--- config.mk ---
export PLATFORM = sky130hd
export DESIGN_NAME = sm_stream_out
export DESIGN_NICKNAME = d
export VERILOG_FILES = /design/src/rtl/sm_stream_out.sv
export SDC_FILE = /design/constraint.sdc
export NUM_CORES = 1
export LEC_CHECK = 0
export ABC_AREA = 1
export CAP_MARGIN = 10
export CORE_MARGIN = 2
export CORE_UTILIZATION = 55
export DETAILED_ROUTE_END_ITERATION = 10
export PLACE_DENSITY = 0.83
export SYNTH_ARGS = -nofsm -noshare
export SYNTH_HDL_FRONTEND = slang
export SYNTH_SLANG_ARGS = --single-unit
--- constraint.sdc ---
create_clock -name clk -period 5.2 [get_ports clk]
set_input_delay 0.78 -clock clk [delete_from_list [all_inputs] [get_ports clk]]
set_output_delay 0.78 -clock clk [all_outputs]
set_load 0.02 [all_outputs]
--- src/rtl/sm_stream_out.sv ---
// sm_stream_out
// Collects the Sorter's element writes into a register array, then, on the
// rising edge of sort_done, streams the elements out in ascending address
// order over a valid/ready handshake. Sticky flags report missing,
// duplicate and late writes; they never influence the data path.
module sm_stream_out #(
  parameter int DATA_WIDTH       = 32,
  parameter int ELEMENT_NUM      = 16,
  parameter int LOG2_ELEMENT_NUM = 4
) (
  input  logic                        clk,
  input  logic                        rst,
  input  logic                        SM_valid,
  input  logic [LOG2_ELEMENT_NUM-1:0] SM_addr,
  input  logic [DATA_WIDTH-1:0]       SM_data,
  input  logic                        sort_done,
  output logic                        out_valid,
  input  logic                        out_ready,
  output logic [DATA_WIDTH-1:0]       out_data,
  output logic [LOG2_ELEMENT_NUM-1:0] out_index,
  output logic                        out_last,
  output logic                        stream_done,
  output logic                        err_missing,
  output logic                        err_dup,
  output logic                        err_late
);

  localparam logic [LOG2_ELEMENT_NUM-1:0] LAST_IDX = LOG2_ELEMENT_NUM'(ELEMENT_NUM - 1);

  typedef enum logic [1:0] {
    ST_COLLECT,
    ST_STREAM,
    ST_FINISH
  } state_t;

  state_t                      state_reg;
  logic [DATA_WIDTH-1:0]       mem_reg [ELEMENT_NUM];
  logic [ELEMENT_NUM-1:0]      written_reg;
  logic [LOG2_ELEMENT_NUM-1:0] rd_idx_reg;
  logic                        done_prev_reg;
  logic                        out_valid_reg;
  logic                        stream_done_reg;
  logic                        err_missing_reg;
  logic                        err_dup_reg;
  logic                        err_late_reg;

  logic [ELEMENT_NUM-1:0]      wr_onehot;
  logic                        done_edge;
  logic                        collect_wr;
  logic                        xfer;

  // One-hot decode of the current write address, used both to update the
  // written bitmap and to let a write coincident with the done edge count
  // toward completeness.
  genvar gi;
  generate
    for (gi = 0; gi < ELEMENT_NUM; gi++) begin : g_onehot
      assign wr_onehot[gi] = SM_valid && (SM_addr == LOG2_ELEMENT_NUM'(gi));
    end
  endgenerate

  // done_prev_reg resets to 1 so a level already high out of reset is not an edge.
  assign done_edge  = sort_done && !done_prev_reg;
  assign collect_wr = (state_reg == ST_COLLECT) && SM_valid;
  assign xfer       = out_valid_reg && out_ready;

  // Element storage: only written while collecting; last write wins.
  always_ff @(posedge clk) begin
    if (rst) begin
      for (int i = 0; i < ELEMENT_NUM; i++) begin
        mem_reg[i] <= '0;
      end
    end else if (collect_wr) begin
      mem_reg[SM_addr] <= SM_data;
    end
  end

  // Control FSM: collect writes, stream on the done edge, then idle until reset.
  always_ff @(posedge clk) begin
    if (rst) begin
      state_reg       <= ST_COLLECT;
      written_reg     <= '0;
      rd_idx_reg      <= '0;
      done_prev_reg   <= 1'b1;
      out_valid_reg   <= 1'b0;
      stream_done_reg <= 1'b0;
      err_missing_reg <= 1'b0;
      err_dup_reg     <= 1'b0;
      err_late_reg    <= 1'b0;
    end else begin
      done_prev_reg <= sort_done;

      if (SM_valid && (state_reg != ST_COLLECT)) begin
        err_late_reg <= 1'b1;
      end

      case (state_reg)
        ST_COLLECT: begin
          if (SM_valid) begin
            written_reg <= written_reg | wr_onehot;
            if (written_reg[SM_addr]) begin
              err_dup_reg <= 1'b1;
            end
          end
          if (done_edge) begin
            state_reg     <= ST_STREAM;
            out_valid_reg <= 1'b1;
            if (~&(written_reg | wr_onehot)) begin
              err_missing_reg <= 1'b1;
            end
          end
        end

        ST_STREAM: begin
          if (xfer) begin
            if (rd_idx_reg == LAST_IDX) begin
              state_reg       <= ST_FINISH;
              out_valid_reg   <= 1'b0;
              stream_done_reg <= 1'b1;
            end else begin
              rd_idx_reg <= rd_idx_reg + LOG2_ELEMENT_NUM'(1);
            end
          end
        end

        ST_FINISH: begin
          // Idle until reset; late writes are flagged above.
        end

        default: begin
          state_reg <= ST_COLLECT;
        end
      endcase
    end
  end

  assign out_valid   = out_valid_reg;
  assign out_data    = mem_reg[rd_idx_reg];
  assign out_index   = rd_idx_reg;
  assign out_last    = out_valid_reg && (rd_idx_reg == LAST_IDX);
  assign stream_done = stream_done_reg;
  assign err_missing = err_missing_reg;
  assign err_dup     = err_dup_reg;
  assign err_late    = err_late_reg;

endmodule
# ---- After elaboration in Yosys (flattened, before gate mapping)
# Memory sizes are Yosys's and may differ from the RTL's. A register that Yosys moved wholly into a read port is not among the register bits.
# Cells that the tools add are included.
dict set report word_totals {
  ram_bits 512
  wordCells 92
  register_bits 28
  n_memories 1
}
# name depth width read_ports rd_clocked_by_memory_dff wr line_no
set memory_table {}
lappend memory_table {mem_reg 16 32 1 1 16 37} ;# logic [DATA_WIDTH-1:0] mem_reg [ELEMENT_NUM];
dict set report op_classes {
  muxes 20
  reduce_logical 35
  add_sub_neg 1
  order_cmp 1
  bitwise_logic 4
  n_eq_ne 21
}
# cell count
set op_table {}
lappend op_table {{4-bit == test, second input constant} 9}
lappend op_table {{32-bit two-way mux} 1}
lappend op_table {{32-bit OR reduction} 1}
lappend op_table {{1-bit logical AND} 21}
lappend op_table {{4-bit by 3-bit == test with 1-bit output, second input constant} 4}
lappend op_table {{16-bit bitwise OR} 1}
lappend op_table {{16-bit AND reduction} 1}
lappend op_table {{4-bit two-way mux} 3}
lappend op_table {{3-bit AND reduction} 4}
lappend op_table {{1-bit two-way mux} 10}
lappend op_table {{4-bit by 2-bit == test with 1-bit output, second input constant} 2}
lappend op_table {{4-bit AND reduction} 2}
lappend op_table {{2-bit two-way mux} 3}
lappend op_table {{2-bit != test, second input constant} 3}
lappend op_table {{2-bit one-hot mux with 3 select lines} 1}
lappend op_table {{4-bit by 5-bit < comparator with 1-bit output, second input constant} 1}
lappend op_table {{4-bit by 1-bit adder with 4-bit output, second input constant} 1}
lappend op_table {{1-bit binary-select mux with 4-bit select} 1}
lappend op_table {{4-bit by 1-bit == test with 1-bit output, second input constant} 1}
lappend op_table {{4-bit zero test} 1}
lappend op_table {{2-bit nonzero test} 2}
lappend op_table {{1-bit NOT} 3}
lappend op_table {{2-bit by 1-bit == test with 1-bit output, second input constant} 1}
lappend op_table {{2-bit == test, second input constant} 1}
lappend op_table {{other kinds (4)} 4}

# ---- Logic depth before layout (Yosys ltp)
# Gate-level depths: netlist (run 1).
dict set report depth {
  word_depth 7
  mapped_depth 10
  mapped_depth_nobuf 9
}

# ---- Worst setup path after synthesis (run 1)
# No wires, ideal clock.
dict set report synth_path {
  path_kind {input-to-reg}
  startpoint {input SM_valid}
  endpoint {memory mem_reg[11][0], enable pin}
  required_time_ns 4.811
  setup_time_ns 0.389
  path_stages 7
  path_buffers 3
  path_slack_ns 2.501
  arrival_ns 2.309
  cell_sequence {buf_2 > nand3_1 > inv_2 > buf_6 > nand3_2 > buf_2 > nand2_1}
}
# item line_no
set synth_lines {}
lappend synth_lines {{start, declared} 13} ;# input logic SM_valid,
lappend synth_lines {{end, declared} 37}

==> impl_results.md, run 1 <==
- GRT Resource Usage Total: 28.4%
- WS Path Type: reg -> out
- Worst IR Drop VDD: roughly 0.00034 V
- DRT antenna net count: 0
- Largest stage delay, worst path: about 0.94 ns
- Delay-heaviest family, CP: buffers and inverters
- Nature of the critical path endpoint: output port
- Reg2reg end: mem_reg[0][14]$_SDFFCE_PN0P_
- Min-Delay Path Class: reg -> reg
- Number of synthesized register bits: 544
- Hold Crit Start: err_missing$_SDFFE_PP0P_
- RSZ-0062 raised after global routing: no
- DIE AREA: between 40000 and 50000 sq um
- CTS tree: built
- Post-CTS sizing: 0
- Relative slew slack: 14.0%
- Leak Pwr: 9.78 nW
- H-Tree Depth: 2
- Fin. max-slew vios: 0
- Synth Warn #: 0
- Final setup vio count: 0
- Max reg flops: between 500 and 600
- Fmax: 225 MHz
- Final Hold Viols: 0
- Core area: 43900 sq um
- PD cells: ~330 nW/um^2
- Post-synthesis sequential area ratio: 65.8%
- Post-CTS setup buffers: 0
- FILL cells: around 3300
- Launching point of the worst reg2reg path: state_reg[0]$_SDFFE_PP0P_
- Initial Util: 55.4%
- Synth cell types: 25
- Max-cap violations: 0
- Largest buffer count on any clock path: 3
- R2r worst-path depth: 5
- Initial antenna violation count: 1
- Mapped Nets: 2251
- DR WL/cell: 23.5 microns
- Vias in the first global route: roughly 17000
- Hold-critical path depth: 2
- Largest net degree at the start of global routing: about 140
- Period utilization: 85.5%
- Synthesized area: 24300 sq um
- Clock sinks: 544
- Hold buffers post-CTS: 0
- Worst slew pin tran: approximately 1.3 ns
- Worst EP arrival: 3.67 ns
- Mean area per synthesized cell: 11.0 sq um
- Final core utilization: 61.3%
- Std-Cell Rows: between 70 and 80
- Status: finished, final reports clean
- Syn Inst Count: 2209
- Post-Route WL: 66300 microns
- Setup TNS: 0 ns
- Worst path required time: 4.42 ns
- Multi-input logic area: 6760 sq um
- First-pass GRT wire length: 99400 microns
- Clk_skew: roughly 0.011 ns
- Worst-Skew Late Latency: ~0.58 ns
- Nets: 2238
- Drt first pass iters: 8
- CP Buf/Inv Count: 3
- Initial drt markers: 2665
- Area grow syn2layout: 10.6%
- Clock input transition at the sequential cells of the worst setup and hold paths: 0.06 ns
- Via/cell ratio: 6.19
- Crit-path cells: inv_4 -> buf_4 -> o21ai_1 -> o211ai_1 -> nand2_1 -> clkdlybuf4s50_1
- Num CTS Buffers: 52
- Via count: 17500
- Crit-path max FO: between 100 and 150
- Hold WS: 0.479 ns
- Root Buffer: clkbuf_16
- Ports: 83
- Slowest cell on crit path: inv_4
- Drt drc: 0
- Crit path launch type: register
- Hold Path End: err_missing$_SDFFE_PP0P_
- Antenna Cells: 0
- Seq. cell area: about 16000 sq um
- Die span in y: between 200 and 250 microns
- R2R setup slack: 2.54 ns
- GRT Residual Overflow: 0
- Period minus WS final: 4.45 ns
- Die width: 214 microns
- RD Place Congestion: 0.820
- Hpwl dp: 34600 microns
- # port buffers: 82
- Layout cells sized above 1: 6.27%
-- worst max path at each step --
| stage | depth (start not counted) | to |
|---|---|---|
| after floorplan | 7 | mem_reg[11][0]$_SDFFCE_PN0P_ |
| after global routing | 6 | out_data[28] |
| after global placement | 6 | out_data[28] |
| final | 6 | out_data[28] |
| after CTS | 6 | out_data[28] |
| after detailed placement | 6 | out_data[28] |
-- power by group --
part / switching [W] / total [W] / internal, W
Combinational: 0.000368 / 0.000489 / 0.000121
Clock: 0.00159 / 0.00350 / 0.00191
Sequential: 0.0000468 / 0.00499 / 0.00495
Total: 0.00200 / 0.00898 / 0.00698
-- tightest hold or removal path: cells and delay by family (launching register included) --
family                 cells  cell delay (ns)
AO/OA/AOI/OAI              1             0.05
buffers and inverters      1             0.05
flip-flops                 1             0.33
-- layer usage --
metal | track usage [%] | vias to the layer above | wire [microns]
met4 | 15.5 | 0 | 3740
li1 | - | 7596 | -
met5 | 0 | - | 0
met1 | 37.5 | 8279 | 23300
met2 | 44.4 | 1357 | 30300
met3 | 5.84 | 256 | 8910
-- through the flow --
step                      std cells  worst slack, ns  power (W)  cell area [sq um]
after floorplan                2209             2.50    0.00534              24300
after global routing           2826            0.640    0.00918              26900
final                          2826            0.754    0.00898              26900
after detailed placement       2734             1.43    0.00556              25400
after global placement         2734             1.51    0.00553              25400
after CTS                      2826            0.836    0.00897              26900
-- cells by family after synthesis --
group	synth area share (%)
flip-flops	65.8
multiplexers	5.26
AO/OA/AOI/OAI	10.6
AND/OR/NAND/NOR	11.6
buffers and inverters	6.75
adder cells (fa/ha/maj)	0.0514
-- layout by cell type (no fill, tap or decap), types with 53 or more instances in the layout --
master           count
clkbuf_16           53
nand2_1             79
clkdlybuf4s50_1     82
mux2i_1            128
inv_1              197
nand3_1             57
o21ai_0            167
a21oi_1            133
o211ai_1           128
edfxtp_1           512
nor2_1             533
-- cells in the mapped netlist (all sizes together) --
| library cell | count | area, sq um |
|---|---|---|
| a211oi | 2 | 15.0 |
| a21oi | 133 | 666 |
| a22oi | 8 | 60.1 |
| buf | 84 | 525 |
| clkbuf | 98 | 368 |
| dfxtp | 32 | 641 |
| edfxtp | 512 | 15400 |
| ha | 1 | 12.5 |
| inv | 200 | 751 |
| mux2i | 128 | 1280 |
| nand2 | 95 | 357 |
| nand3 | 73 | 410 |
| nor2 | 537 | 2030 |
| nor3 | 3 | 15.0 |
| nor3b | 1 | 7.51 |
| o211ai | 128 | 961 |
| o21ai | 173 | 866 |
| o22ai | 1 | 6.26 |
-- layout make-up --
cell class / instances / area share (%)
clock buffers: 70 / 5.16
clock inverters: 22 / 0.474
inverters: 200 / 2.80
multi-input cells: 1283 / 25.1
flip-flops and latches: 544 / 59.5
well taps: 592 / 2.75
repair buffers: 115 / 4.16
No activity file was read; power rests on OpenSTA's default activity.
==> inputs of run 2 (changes only) <==
--- a/config.mk
+++ b/config.mk
@@ -6,6 +6,7 @@
 export NUM_CORES = 1
 export LEC_CHECK = 0
 export ABC_AREA = 1
+export ABC_CLOCK_PERIOD_IN_PS = 5200
 export CAP_MARGIN = 10
 export CORE_MARGIN = 2
 export CORE_UTILIZATION = 55
==> results of run 2 <==
No change in the layout: final DEF, timing and power equal those of run 1.
